### src/rtl/medidor_pkg.sv
// medidor_pkg: FSM states, counter limits and seven-segment/anode tables shared by medidor_frec
package medidor_pkg;
  typedef enum logic [1:0] {MEASURE, CONVERT, UPDATE} state_e;
  localparam int GW = 26;
  localparam logic [13:0] CNT_MAX = 14'd9999;
  localparam logic [3:0] CONV_STEPS = 4'd14;
  localparam logic [9:0][7:0] SEG_TAB = {8'h09, 8'h01, 8'h1F, 8'h41, 8'h49, 8'h99, 8'h0D, 8'h25, 8'h9F, 8'h03};
  localparam logic [3:0][7:0] ANODES = {8'hEF, 8'hDF, 8'hBF, 8'h7F};
  function automatic logic [7:0] seg_of(input logic [3:0] d);
    return d > 4'd9 ? 8'h00 : SEG_TAB[d];
  endfunction
endpackage

### src/rtl/bin_a_bcd.sv
// bin_a_bcd: 14-cycle shift-add-3 binary to 4-digit BCD converter; done marks the final step
module bin_a_bcd
  import medidor_pkg::*;
(
  input  logic        clk,
  input  logic        rst_n,
  input  logic        start,
  input  logic [13:0] bin,
  output logic        done,
  output logic [15:0] bcd
);
  logic [13:0] bin_q, bin_d;
  logic [15:0] bcd_q, bcd_d, adj;
  logic [3:0]  step_q, step_d;
  always_comb begin
    adj = bcd_q;
    for (int i = 0; i < 4; i++)
      adj[4*i +: 4] = bcd_q[4*i +: 4] > 4'd4 ? bcd_q[4*i +: 4] + 4'd3 : bcd_q[4*i +: 4];
    bin_d  = start ? bin : step_q != 4'd0 ? {bin_q[12:0], 1'b0} : bin_q;
    bcd_d  = start ? '0 : step_q != 4'd0 ? (adj << 1) | {15'd0, bin_q[13]} : bcd_q;
    step_d = start ? CONV_STEPS : step_q != 4'd0 ? step_q - 4'd1 : step_q;
  end
  always_ff @(posedge clk or negedge rst_n) begin
    if (!rst_n) begin
      bin_q  <= '0;
      bcd_q  <= '0;
      step_q <= '0;
    end else begin
      bin_q  <= bin_d;
      bcd_q  <= bcd_d;
      step_q <= step_d;
    end
  end
  assign done = step_q == 4'd1;
  assign bcd  = bcd_q;
endmodule

### src/rtl/medidor_frec.sv
// medidor_frec: counts SENAL rising edges per GATE_CYCLES window and reports them in BCD.
// Define MEDIDOR_DISP_EN to add the multiplexed 4-digit seven-segment driver on DISPLAY.
module medidor_frec
  import medidor_pkg::*;
#(
  parameter int GATE_CYCLES = 50_000_000,
  parameter int SCAN_CYCLES = 166_666
) (
  input  logic        CLK,
  input  logic        RST_N,
  input  logic        SENAL,
  output logic [15:0] BCD,
  output logic        VALID,
  output logic        OVF,
  output logic [15:0] DISPLAY
);
  if (GATE_CYCLES < 32 || GATE_CYCLES > 2**26 - 1) begin : g_bad_gate
    $error("GATE_CYCLES out of range");
  end
  if (SCAN_CYCLES < 1) begin : g_bad_scan
    $error("SCAN_CYCLES must be positive");
  end
  state_e        state_q, state_d;
  logic [2:0]    s_q, s_d;
  logic [GW-1:0] gate_q, gate_d;
  logic [13:0]   cnt_q, cnt_d, cnt_fin;
  logic          ovf_q, ovf_d, ovf_fin, snap_ovf_q, snap_ovf_d;
  logic [15:0]   bcd_q, bcd_d, conv_bcd;
  logic          ovf_o_q, ovf_o_d, valid_q, valid_d;
  logic          rise, term, sat, start, upd, conv_done;
  // the closing window's final edge lands in cnt_fin, so the snapshot and the clear share one cycle
  always_comb begin
    s_d        = {s_q[1:0], SENAL};
    rise       = s_q[1] & ~s_q[2];
    term       = gate_q == GW'(GATE_CYCLES - 1);
    gate_d     = term ? '0 : gate_q + 1'b1;
    sat        = cnt_q == CNT_MAX;
    cnt_fin    = cnt_q + {13'd0, rise & ~sat};
    ovf_fin    = ovf_q | (rise & sat);
    cnt_d      = term ? '0 : cnt_fin;
    ovf_d      = term ? 1'b0 : ovf_fin;
    snap_ovf_d = term ? ovf_fin : snap_ovf_q;
    start      = state_q == MEASURE && term;
    upd        = state_q == UPDATE;
    state_d    = state_q == MEASURE ? (term ? CONVERT : MEASURE) :
                 state_q == CONVERT ? (conv_done ? UPDATE : CONVERT) : MEASURE;
    valid_d    = upd;
    bcd_d      = upd ? (snap_ovf_q ? 16'h9999 : conv_bcd) : bcd_q;
    ovf_o_d    = upd ? snap_ovf_q : ovf_o_q;
  end
  always_ff @(posedge CLK or negedge RST_N) begin
    if (!RST_N) state_q <= MEASURE;
    else state_q <= state_d;
  end
  always_ff @(posedge CLK or negedge RST_N) begin
    if (!RST_N) begin
      s_q        <= '0;
      gate_q     <= '0;
      cnt_q      <= '0;
      ovf_q      <= 1'b0;
      snap_ovf_q <= 1'b0;
      bcd_q      <= '0;
      ovf_o_q    <= 1'b0;
      valid_q    <= 1'b0;
    end else begin
      s_q        <= s_d;
      gate_q     <= gate_d;
      cnt_q      <= cnt_d;
      ovf_q      <= ovf_d;
      snap_ovf_q <= snap_ovf_d;
      bcd_q      <= bcd_d;
      ovf_o_q    <= ovf_o_d;
      valid_q    <= valid_d;
    end
  end
  bin_a_bcd u_conv (
    .clk  (CLK),
    .rst_n(RST_N),
    .start(start),
    .bin  (cnt_fin),
    .done (conv_done),
    .bcd  (conv_bcd)
  );
  assign BCD   = bcd_q;
  assign VALID = valid_q;
  assign OVF   = ovf_o_q;
`ifdef MEDIDOR_DISP_EN
  localparam int SW = $clog2(SCAN_CYCLES + 1);
  logic [SW-1:0] scan_q, scan_d;
  logic [1:0]    dig_q, dig_d;
  logic [15:0]   disp_q, disp_d;
  // digit 0 is the thousands nibble, hence the inverted index
  always_comb begin
    scan_d = scan_q == SW'(SCAN_CYCLES - 1) ? '0 : scan_q + 1'b1;
    dig_d  = scan_q == SW'(SCAN_CYCLES - 1) ? dig_q + 2'd1 : dig_q;
    disp_d = {seg_of(bcd_q[{~dig_q, 2'b00} +: 4]), ANODES[dig_q]};
  end
  always_ff @(posedge CLK or negedge RST_N) begin
    if (!RST_N) begin
      scan_q <= '0;
      dig_q  <= '0;
      disp_q <= 16'hFFFF;
    end else begin
      scan_q <= scan_d;
      dig_q  <= dig_d;
      disp_q <= disp_d;
    end
  end
  assign DISPLAY = disp_q;
`else
  assign DISPLAY = 16'hFFFF;
`endif
endmodule

### config.mk
export PLATFORM = sky130hd
export DESIGN_NAME = medidor_frec
export DESIGN_NICKNAME = d
export VERILOG_FILES = /design/src/rtl/medidor_pkg.sv /design/src/rtl/bin_a_bcd.sv /design/src/rtl/medidor_frec.sv
export SDC_FILE = /design/constraint.sdc
export NUM_CORES = 1
export LEC_CHECK = 0
export ABC_AREA = 1
export ABC_CLOCK_PERIOD_IN_PS = 2450
export BUFFER_PORTS_ARGS = -buffer_cell sky130_fd_sc_hd__buf_2
export CORE_AREA = 5 5 120 122
export CTS_BUF_LIST = sky130_fd_sc_hd__clkbuf_8 sky130_fd_sc_hd__clkbuf_16
export DETAILED_ROUTE_END_ITERATION = 16
export DIE_AREA = 0 0 125 127
export PLACE_DENSITY = 0.54
export SKIP_CTS_REPAIR_TIMING = 1
export SLEW_MARGIN = 20
export SYNTH_ARGS = -nofsm -noshare
export SYNTH_HDL_FRONTEND = slang
export SYNTH_HIERARCHICAL = 1
export SYNTH_SLANG_ARGS = --single-unit
### constraint.sdc
create_clock -name CLK -period 2.45 [get_ports CLK]
set_input_delay 0.1225 -clock CLK [delete_from_list [all_inputs] [get_ports CLK]]
set_output_delay 0.1225 -clock CLK [all_outputs]
set_load 0.02 [all_outputs]
; Word-level counts from Yosys, hierarchy flattened
; Cells that the tools add are included.
; W data, S select, Z words.
[classes]
n_addsub = 7
order_cmp = 4
n_bitwise = 7
n_reduce_logical = 4
mux = 18
n_eq_ne = 5
[op_table]
columns = op, count
row1 = $mux W16, 3
row2 = $mux W14, 3
row3 = $add A26 B1 Y26 const B, 1
row4 = $eq A26 B26 Y1 const B, 1
row5 = $mux W26, 1
row6 = $mux W4, 5
row7 = $gt A4 B3 Y1 const B, 4
row8 = $or A16 B1 Y16, 1
row9 = $add A14 B1 Y14, 1
row10 = $eq A14 B14 Y1 const B, 1
row11 = $add A4 B2 Y4 const B, 3
row12 = $mux W2, 3
row13 = $eq A4 B1 Y1 const B, 1
row14 = $reduce_bool A4 Y1, 1
row15 = $sub A4 B1 Y4 const B, 1
row16 = $add A3 B2 Y3 const B, 1
row17 = $and A1 B1 Y1, 3
row18 = $mux W3, 1
row19 = $eq A2 B1 Y1 const B, 1
row20 = $eq A2 B2 Y1 const B, 1
row21 = $logic_not A2 Y1, 1
row22 = $mux W1, 2
row23 = $not A1 Y1, 2
row24 = $reduce_bool A2 Y1, 1
row25 = other kinds (2), 2
[word_totals]
wordCells = 57
inputBits = 3
regBits = 99
output_inout_bits = 34

; Depth between registers and ports, before layout
; Gate-level depths: netlist of the first run.
[depth]
word_depth = 5
ltp_mapped = 17
ltp_nobuf = 17

; Modules after synthesis
; The synthesis of the first run kept the hierarchy.
[modules_own_cells]
columns = module, seq_area_each_um2, area_each_um2, cells_per_inst, instances
row1 = medidor_frec, 1626.6, 3335.7, 403, 1
row2 = bin_a_bcd, 850.8, 1803.0, 234, 1

; Worst setup path before layout of the first run
; No wires, ideal clock.
[synth_timing]
path_kind = register -> register
start = reg gate_q[0]
end = reg u_conv.bin_q[1]
setup_time_ps = 121
required_ps = 2329
synth_period_minus_slack_ps = 2070
arrival_time_ps = 1949
slack_ps = 380
n_path_buf = 2
stages_incl_launch_ff = 15
path_cell_list = dfrtp_1 ha_1 nand2_2 nor3_2 nand2_2 nor2_8 nand2_1 inv_1 buf_2 inv_1 nand2_2 inv_2 buf_4 nand2_1 nand3_2
[synth_between]
elab_chain_len = 3
elab_cells_between_ends = 4
classes_between = 1 x eq/ne / 1 x mux / 2 x reduce/logical
[synth_rtl]
columns = item, line_no
row1 = start: declaration, medidor_frec.sv:25  ; logic [GW-1:0] gate_q, gate_d;
row2 = start signal: assignment, medidor_frec.sv:67  ; gate_q <= gate_d;
row3 = $eq A26 B26 Y1 *, medidor_frec.sv:35  ; term = gate_q == GW'(GATE_CYCLES - 1);
row4 = $logic_and A1 B1 Y1 *, medidor_frec.sv:43  ; start = state_q == MEASURE && term;
row5 = via start, medidor_frec.sv:30  ; logic rise, term, sat, start, upd, conv_done;
row6 = $mux W14 / $reduce_bool A2 Y1 (equally long branches), -
row7 = end signal: assignment, bin_a_bcd.sv:29  ; bin_q <= bin_d;
row8 = end: declaration, bin_a_bcd.sv:12  ; logic [13:0] bin_q, bin_d;
; The timed path passes the listed nets; every way through them passes the cells marked *.
; A chain may end at the register's enable or synchronous reset.

; Worst setup path after layout of the first run
[layout_timing]
start = reg cnt_q[7]
end = reg u_conv.bin_q[9]
[layout_between]
elab_chain_len = 5
[layout_rtl]
columns = item, line_no
row1 = start: declaration, medidor_frec.sv:26  ; logic [13:0] cnt_q, cnt_d, cnt_fin;
row2 = start signal: assignment, medidor_frec.sv:68  ; cnt_q <= cnt_d;
row3 = $eq A14 B14 Y1, medidor_frec.sv:37  ; sat = cnt_q == CNT_MAX;
row4 = $not A1 Y1, medidor_frec.sv:38  ; cnt_fin = cnt_q + {13'd0, rise & ~sat};
row5 = $and A1 B1 Y1, medidor_frec.sv:38
row6 = $add A14 B1 Y14 *, medidor_frec.sv:38
row7 = via cnt_fin[9], medidor_frec.sv:26
row8 = $mux W14 *, bin_a_bcd.sv:19  ; bin_d = start ? bin : step_q != 4'd0 ? {bin_q[12:0], 1'b0} : bin_q;
; Marks and branches as above.

==> run metrics, run 1 <==
io pins 37; Startpoint Class register; Post-synth EDFFs 0; CTS HTree Levels 3; top_reg_cell synth dfrtp_1; worst hold path type in -> async; most frequent CP cell nor2_1; Vias around 4000; final count of negative-setup-slack endpoints 0; Via density 4.77; Cell variety after synth 38; Critical Path RT 2680 ps; row count 42; total power 3.30 mW; Max Buffers Root-to-Sink 2; post-route minimum period about 2200 ps; Pins Over Slew Limit 0; aggregate global routing overflow 0; Clock Skews 6.64 ps; Buffers & Inverters on Critical Path 1; Avg Inst Size Synth 8.07 um2; CTS tree done; family with the most delay on the worst path simple AND/OR/NAND/NOR gates; number of global-route vias before repair 4022; RSZ-0062 raised after global routing false; LEAKAGE 2.99 nW; period utilisation layout 0.906; layout cell share with drive strength beyond 1 0.105; CTS sink count 99; slowest stage cell, crit path dfrtp_1; core footprint 13100 um2; Synth Cell Area between 5000 and 6000 um2; Rel. slew slack 0.621; Slowest Stage Delay on Critical Path 430 ps; kind of critical path reg -> reg; Layout area overhead 10.3%; crit path cell chain nor2_1, nand2_1, nor2_1, a21boi_0, ha_1, nand3_1, nor2_1, and2b_1, nor2_1, nor2_1, inv_1, nand2_1, nand3_1; DIE AREA 15900 um2; top-area cell type share of the netlist area 0.482; pwr/cell area 581 nW/um2; initial antenna violation count 0; Total Wirelength 10.3 mm; Inserted Clock Buffers 9; post-synth top area cell dfrtp_1; clk_lat worst skew 340 ps; CP endpoint kind register; Vert. Die Dim 127 um; CTS clk-pin slew, worst paths roughly 60 ps; RePlAce Congestion ~0.85; post-synthesis sequential area ratio 0.482; I/O Buffers 20; Final Hold Fails 0; DR DRC count 0; Synth top cells by count nand2_1, dfrtp_1, nor2_1; Max Fclk 450 MHz; final layout net count just under 700; crit path DAT around 2500 ps; routed length per placed instance between 10 and 15 um; share of flip-flops with an asynchronous set or reset 1.00; Ys Warns 6; CTS root buf clkbuf_16; Synth Instances 637; pin count of the biggest net entering global routing 60; first-pass GRT wire length ~18 mm; most common cell in the netlist nand2_1; FF+latch count, synth between 90 and 100; Post-DRT Antenna Nets 0; status completed; setup_tns 0 ps; First-pass DRT Iterations 4; Worst Tran Pin Value 566 ps; antenna cells 0; Post-DP HPWL 7.61 mm; CP max FO 5; drt first-iter violations 236; worst ir drop on vdd 0.292 mV; Tot GR Track Use 0.141; Starting Density 0.393; chip width about 130 um; max-cap violation count 0; Synth area leaders dfrtp_1, nand2_1, nor2_1, nand3_1, inv_1
[flip-flops by register name, indices dropped and copies added (netlist names), 2 cells and up]
| register | count |
|---|---|
| u_conv/bin_q | 14 |
| u_conv/step_q | 4 |
| state_q | 2 |
| u_conv/bcd | 16 |
| gate_q | 26 |
| cnt_q | 14 |
| s_q | 3 |
| BCD | 16 |
[stage by stage]
| step | cells | hold slack (ps) | util | worst slack (ps) | area, um2 |
|---|---|---|---|---|---|
| 2_1_floorplan | 652 | -173 | - | 380 | 5190 |
| 3_3_place_gp | 829 | 3.86 | 0.411 | 218 | 5380 |
| 3_5_place_dp | 829 | 6.50 | 0.411 | 222 | 5380 |
| 4_1_cts | 842 | -369 | 0.432 | 211 | 5650 |
| 5_1_grt | 844 | 210 | 0.433 | 19.2 | 5670 |
| 6_report | 844 | 179 | 0.433 | 230 | 5670 |
[placed cells by master (no fill, tap or decap), drive strengths merged]
cell,synthesis,layout
a21boi,1,1
a21oi,13,13
a22o,8,8
and2,3,3
and2b,1,1
and3,1,1
buf,25,27
bufinv,0,1
clkbuf,1,9
clkinv,0,1
clkinvlp,0,1
conb,1,16
dfrtp,99,99
dlygate4sd3,0,2
ha,10,10
inv,74,75
nand2,193,193
nand3,55,55
nand3b,1,1
nand4,6,6
nor2,92,92
nor3,3,3
nor3b,1,1
o21ai,19,19
o21bai,2,2
o22a,8,8
or2,1,1
xnor2,7,7
xor2,12,12
[power by group]
part           switching (mW)  total (mW)  internal [mW]
logic                   0.146       0.220         0.0746
registers              0.0431        1.72           1.68
clock network           0.582        1.35          0.769
total                   0.771        3.30           2.52
[path summary, 6_finish.rpt]
path | to | slack (ps) | cells past startpoint | from
max | u_conv/bin_q[9] | 230 | 13 | cnt_q[7]
min | OVF | 180 | 2 | RST_N
max reg2reg | u_conv/bin_q[9] | 230 | 13 | cnt_q[7]
min reg2reg | s_q[1] | 350 | 0 | s_q[0]
max in group asynchronous | gate_q[12] | 1670 | 3 | RST_N
min in group CLK | s_q[1] | 350 | 0 | s_q[0]
[layout make-up]
type                    instances  area (um2)
clock buffers                   9         225
clock inverters                 4        46.3
fillers                      1296        7410
inverters                      74         280
multi-input cells             453        2230
flip-flops and latches         99        2480
well taps                     176         220
repair buffers                 29         188
[cells by family after synthesis]
family,after synthesis,share of synthesized area
adders and majority gates,10,0.0243
xor gates and xnor gates,19,0.0324
other,1,0.000730
DFF,99,0.482
buffers and inverters,100,0.0942
and+or+nand+nor,357,0.303
AOI/OAI and AO/OA,51,0.0628
[layer usage]
layer | GRT usage | up-vias | wire, um
met5 | 0 | - | 0
met4 | 0.0561 | 0 | 185
met2 | 0.232 | 49 | 4790
li1 | - | 2029 | -
met1 | 0.183 | 1929 | 4990
met3 | 0.0267 | 15 | 363
Power figures use the tool's default switching activity.
==> inputs of run 2 (changes only) <==
- ABC_AREA: 1 -> 0
- ABC_CLOCK_PERIOD_IN_PS: 2450 -> 1800
- BUFFER_PORTS_ARGS: -buffer_cell sky130_fd_sc_hd__buf_2 -> -buffer_cell sky130_fd_sc_hd__clkbuf_2
- CORE_AREA: 5 5 120 122 -> 5 5 117 119
- DIE_AREA: 0 0 125 127 -> 0 0 122 124
- PLACE_DENSITY: 0.54 -> 0.56
- clock period: 2.45 -> 1.8 ns (I/O delays scaled with it)
==> run 2 against run 1 <==
The run now ends with setup timing left. Register-to-register slack worse by 710 ps. Hold slack improved by 110 ps. Critical path depth decreased by 4. Worst setup slack lost 710 ps. Total power increased by 47%. Clock power increased by 39%.
==> run metrics, run 2 <==
status complete, but fails checks; failing checks setup timing; RePlAce Congestion 0.797 (-5.8%); Total Wirelength 10.8 mm (+4.3%); max-cap violation count 0 (unchanged); Rel. slew slack 0.597 (-0.0244); core footprint 12500 um2 (-4.7%); DR DRC count 0 (unchanged); Post-synth EDFFs 0 (unchanged); I/O Buffers 20 (unchanged); top-area cell type share of the netlist area 0.507 (+0.0247); top_reg_cell synth dfrtp_1; row count 41 (-2.4%); Synth top cells by count dfrtp_1, nand2_1, o21ai_0; Layout area overhead 30.3%; pwr/cell area 761 nW/um2 (+31%); CTS clk-pin slew, worst paths 70 ps (about the same); period utilisation layout 1.27 (+0.361); Tot GR Track Use 0.148 (+0.00735); Finished Core Util 0.511 (+0.0776); final count of negative-setup-slack endpoints 50 (+50); R2R Setup Slk -480 ps (-710 ps); CTS HTree Levels 3 (unchanged); io pins 37 (unchanged); CP endpoint kind register; Largest register FFs 26 (unchanged); Ys Warns 6 (unchanged); Place WS -392 ps (-614 ps); Max Buffers Root-to-Sink 2 (unchanged); chip width 122 um (-2.4%); Inserted Clock Buffers 9 (unchanged); worst hold path type in -> async; kind of critical path reg -> reg; R2R cell count 9 (-4); final layout net count 592 (-13%); drt first-iter violations 186 (-21%); Post-DRT Antenna Nets 0 (unchanged); CTS sink count 99 (unchanged); pin count of the biggest net entering global routing 45 (-25%); Synth area leaders dfrtp_1, o21ai_0, nand2_1, xor2_1, buf_4; Critical Path RT 2040 ps (-640 ps); Pins Over Slew Limit 0 (unchanged); first-pass GRT wire length 17.8 mm (-3.7%); DIE AREA 15100 um2 (-4.7%); Via density 4.87 (+2.2%); First-pass DRT Iterations 4 (unchanged); Clock Skews 12.9 ps (+6.30 ps); worst ir drop on vdd 0.702 mV (+140%); most common cell in the netlist dfrtp_1; CTS root buf clkbuf_16; post-synthesis sequential area ratio 0.507 (+0.0247); Vias 3682 (-8.5%); Final Hold Fails 0 (unchanged); Synth Instances 493 (-23%); worst hold slack 288 ps (+109 ps); post-synth top area cell dfrtp_1; final instance area 6370 um2 (+12%); layout cell share with drive strength beyond 1 0.318 (+0.214); Synth Cell Area 4890 um2 (-4.9%); initial antenna violation count 0 (unchanged); DP Area 5600 um2 (+4.1%); LEAKAGE 2.92 nW (-2.2%); Post-DP HPWL 7.00 mm (-8.1%); RSZ-0062 raised after global routing true; share of flip-flops with an asynchronous set or reset 1.00 (unchanged); Avg Inst Size Synth 9.92 um2 (+23%); aggregate global routing overflow 0 (unchanged); clk_lat worst skew 350 ps (about the same); largest register by flop count gate_q; most common cell after layout, fill and taps aside dfrtp_1; PnR worst setup slack -480 ps (-710 ps); CP max FO 5 (unchanged); crit path DAT 2520 ps (+70 ps); antenna cells 0 (unchanged); routed length per placed instance 14.2 um (+16%); Cell variety after synth 52 (+37%); commonest non-fill, non-tap cells in the layout dfrtp_1, buf_4, nand2_1; Starting Density 0.392 (-0.000563); Worst Tran Pin Value 605 ps (+38.1 ps); number of global-route vias before repair 3696 (-8.1%); Max Fclk 439 MHz (-2.6%); CTS tree done; setup_tns -16940 ps (-16940 ps); post-route minimum period 2280 ps (+60.4 ps); FF+latch count, synth 99 (unchanged); Vert. Die Dim 124 um (-2.4%); Startpoint Class register
run 2: cell families (layout without fill, tap and decap cells):
family	after synthesis	in the layout	share of synthesized area
XOR/XNOR	30	30	0.0537
multiplexers	14	14	0.0287
buffers and inverters	53	129	0.0632
AO/OA/AOI/OAI	90	90	0.109
adder cells (fa/ha/maj)	10	10	0.0256
flip-flops	99	99	0.507
other	1	16	0.000767
AND/OR/NAND/NOR	196	196	0.212
run 2: metrics by stage:
stage | instances | power (mW)
2_1_floorplan | 508 | 2.64
3_3_place_gp | 723 | 2.83
3_5_place_dp | 723 | 2.83
4_1_cts | 739 | 4.73
5_1_grt | 756 | 5.05
6_report | 756 | 4.84
run 2: layer usage:
metal  vias to the layer above  part of all wire  wire length (um)  track usage
met4                         0             0.014               152       0.0504
met1                      1770              0.48              5220        0.195
met3                        12             0.035               373       0.0332
met5                         -                 0                 0            0
li1                       1846                 -                 -            -
met2                        54              0.47              5030        0.242
run 2: cell type report:
cell class	count	area, um2
Timing Repair Buffer	94	817
Clock buffer	11	253
Inverter	19	71.3
Sequential cell	99	2480
Fill cell	1102	6100
Clock inverter	5	35.0
Tap cell	172	215
Multi-Input combinational cell	356	2500
run 2: worst max-delay path, stage by stage, from the launching register on:
cell and delay [ps]:
dfrtp_1 400, or4b_4 560, nor4_4 190, nor3b_2 80
ha_2 220, nand4_1 220, buf_4 170, nor3_2 30
xor2_1 150, and2_1 140
run 2: where the power goes:
group | leakage (nW) | internal, mW | switching [mW] | total [mW]
registers | 1.35 | 2.29 | 0.0370 | 2.33
clock network | 0.142 | 1.02 | 0.861 | 1.88
logic | 1.43 | 0.327 | 0.316 | 0.642
run 2: worst paths after layout:
check,from,to
setup reg to reg,cnt_q[12],cnt_q[9]
max in group asynchronous,RST_N,gate_q[2]
setup / recovery,cnt_q[12],cnt_q[9]
min in group CLK,s_q[0],s_q[1]
hold / removal,RST_N,BCD[11]
hold reg to reg,s_q[0],s_q[1]
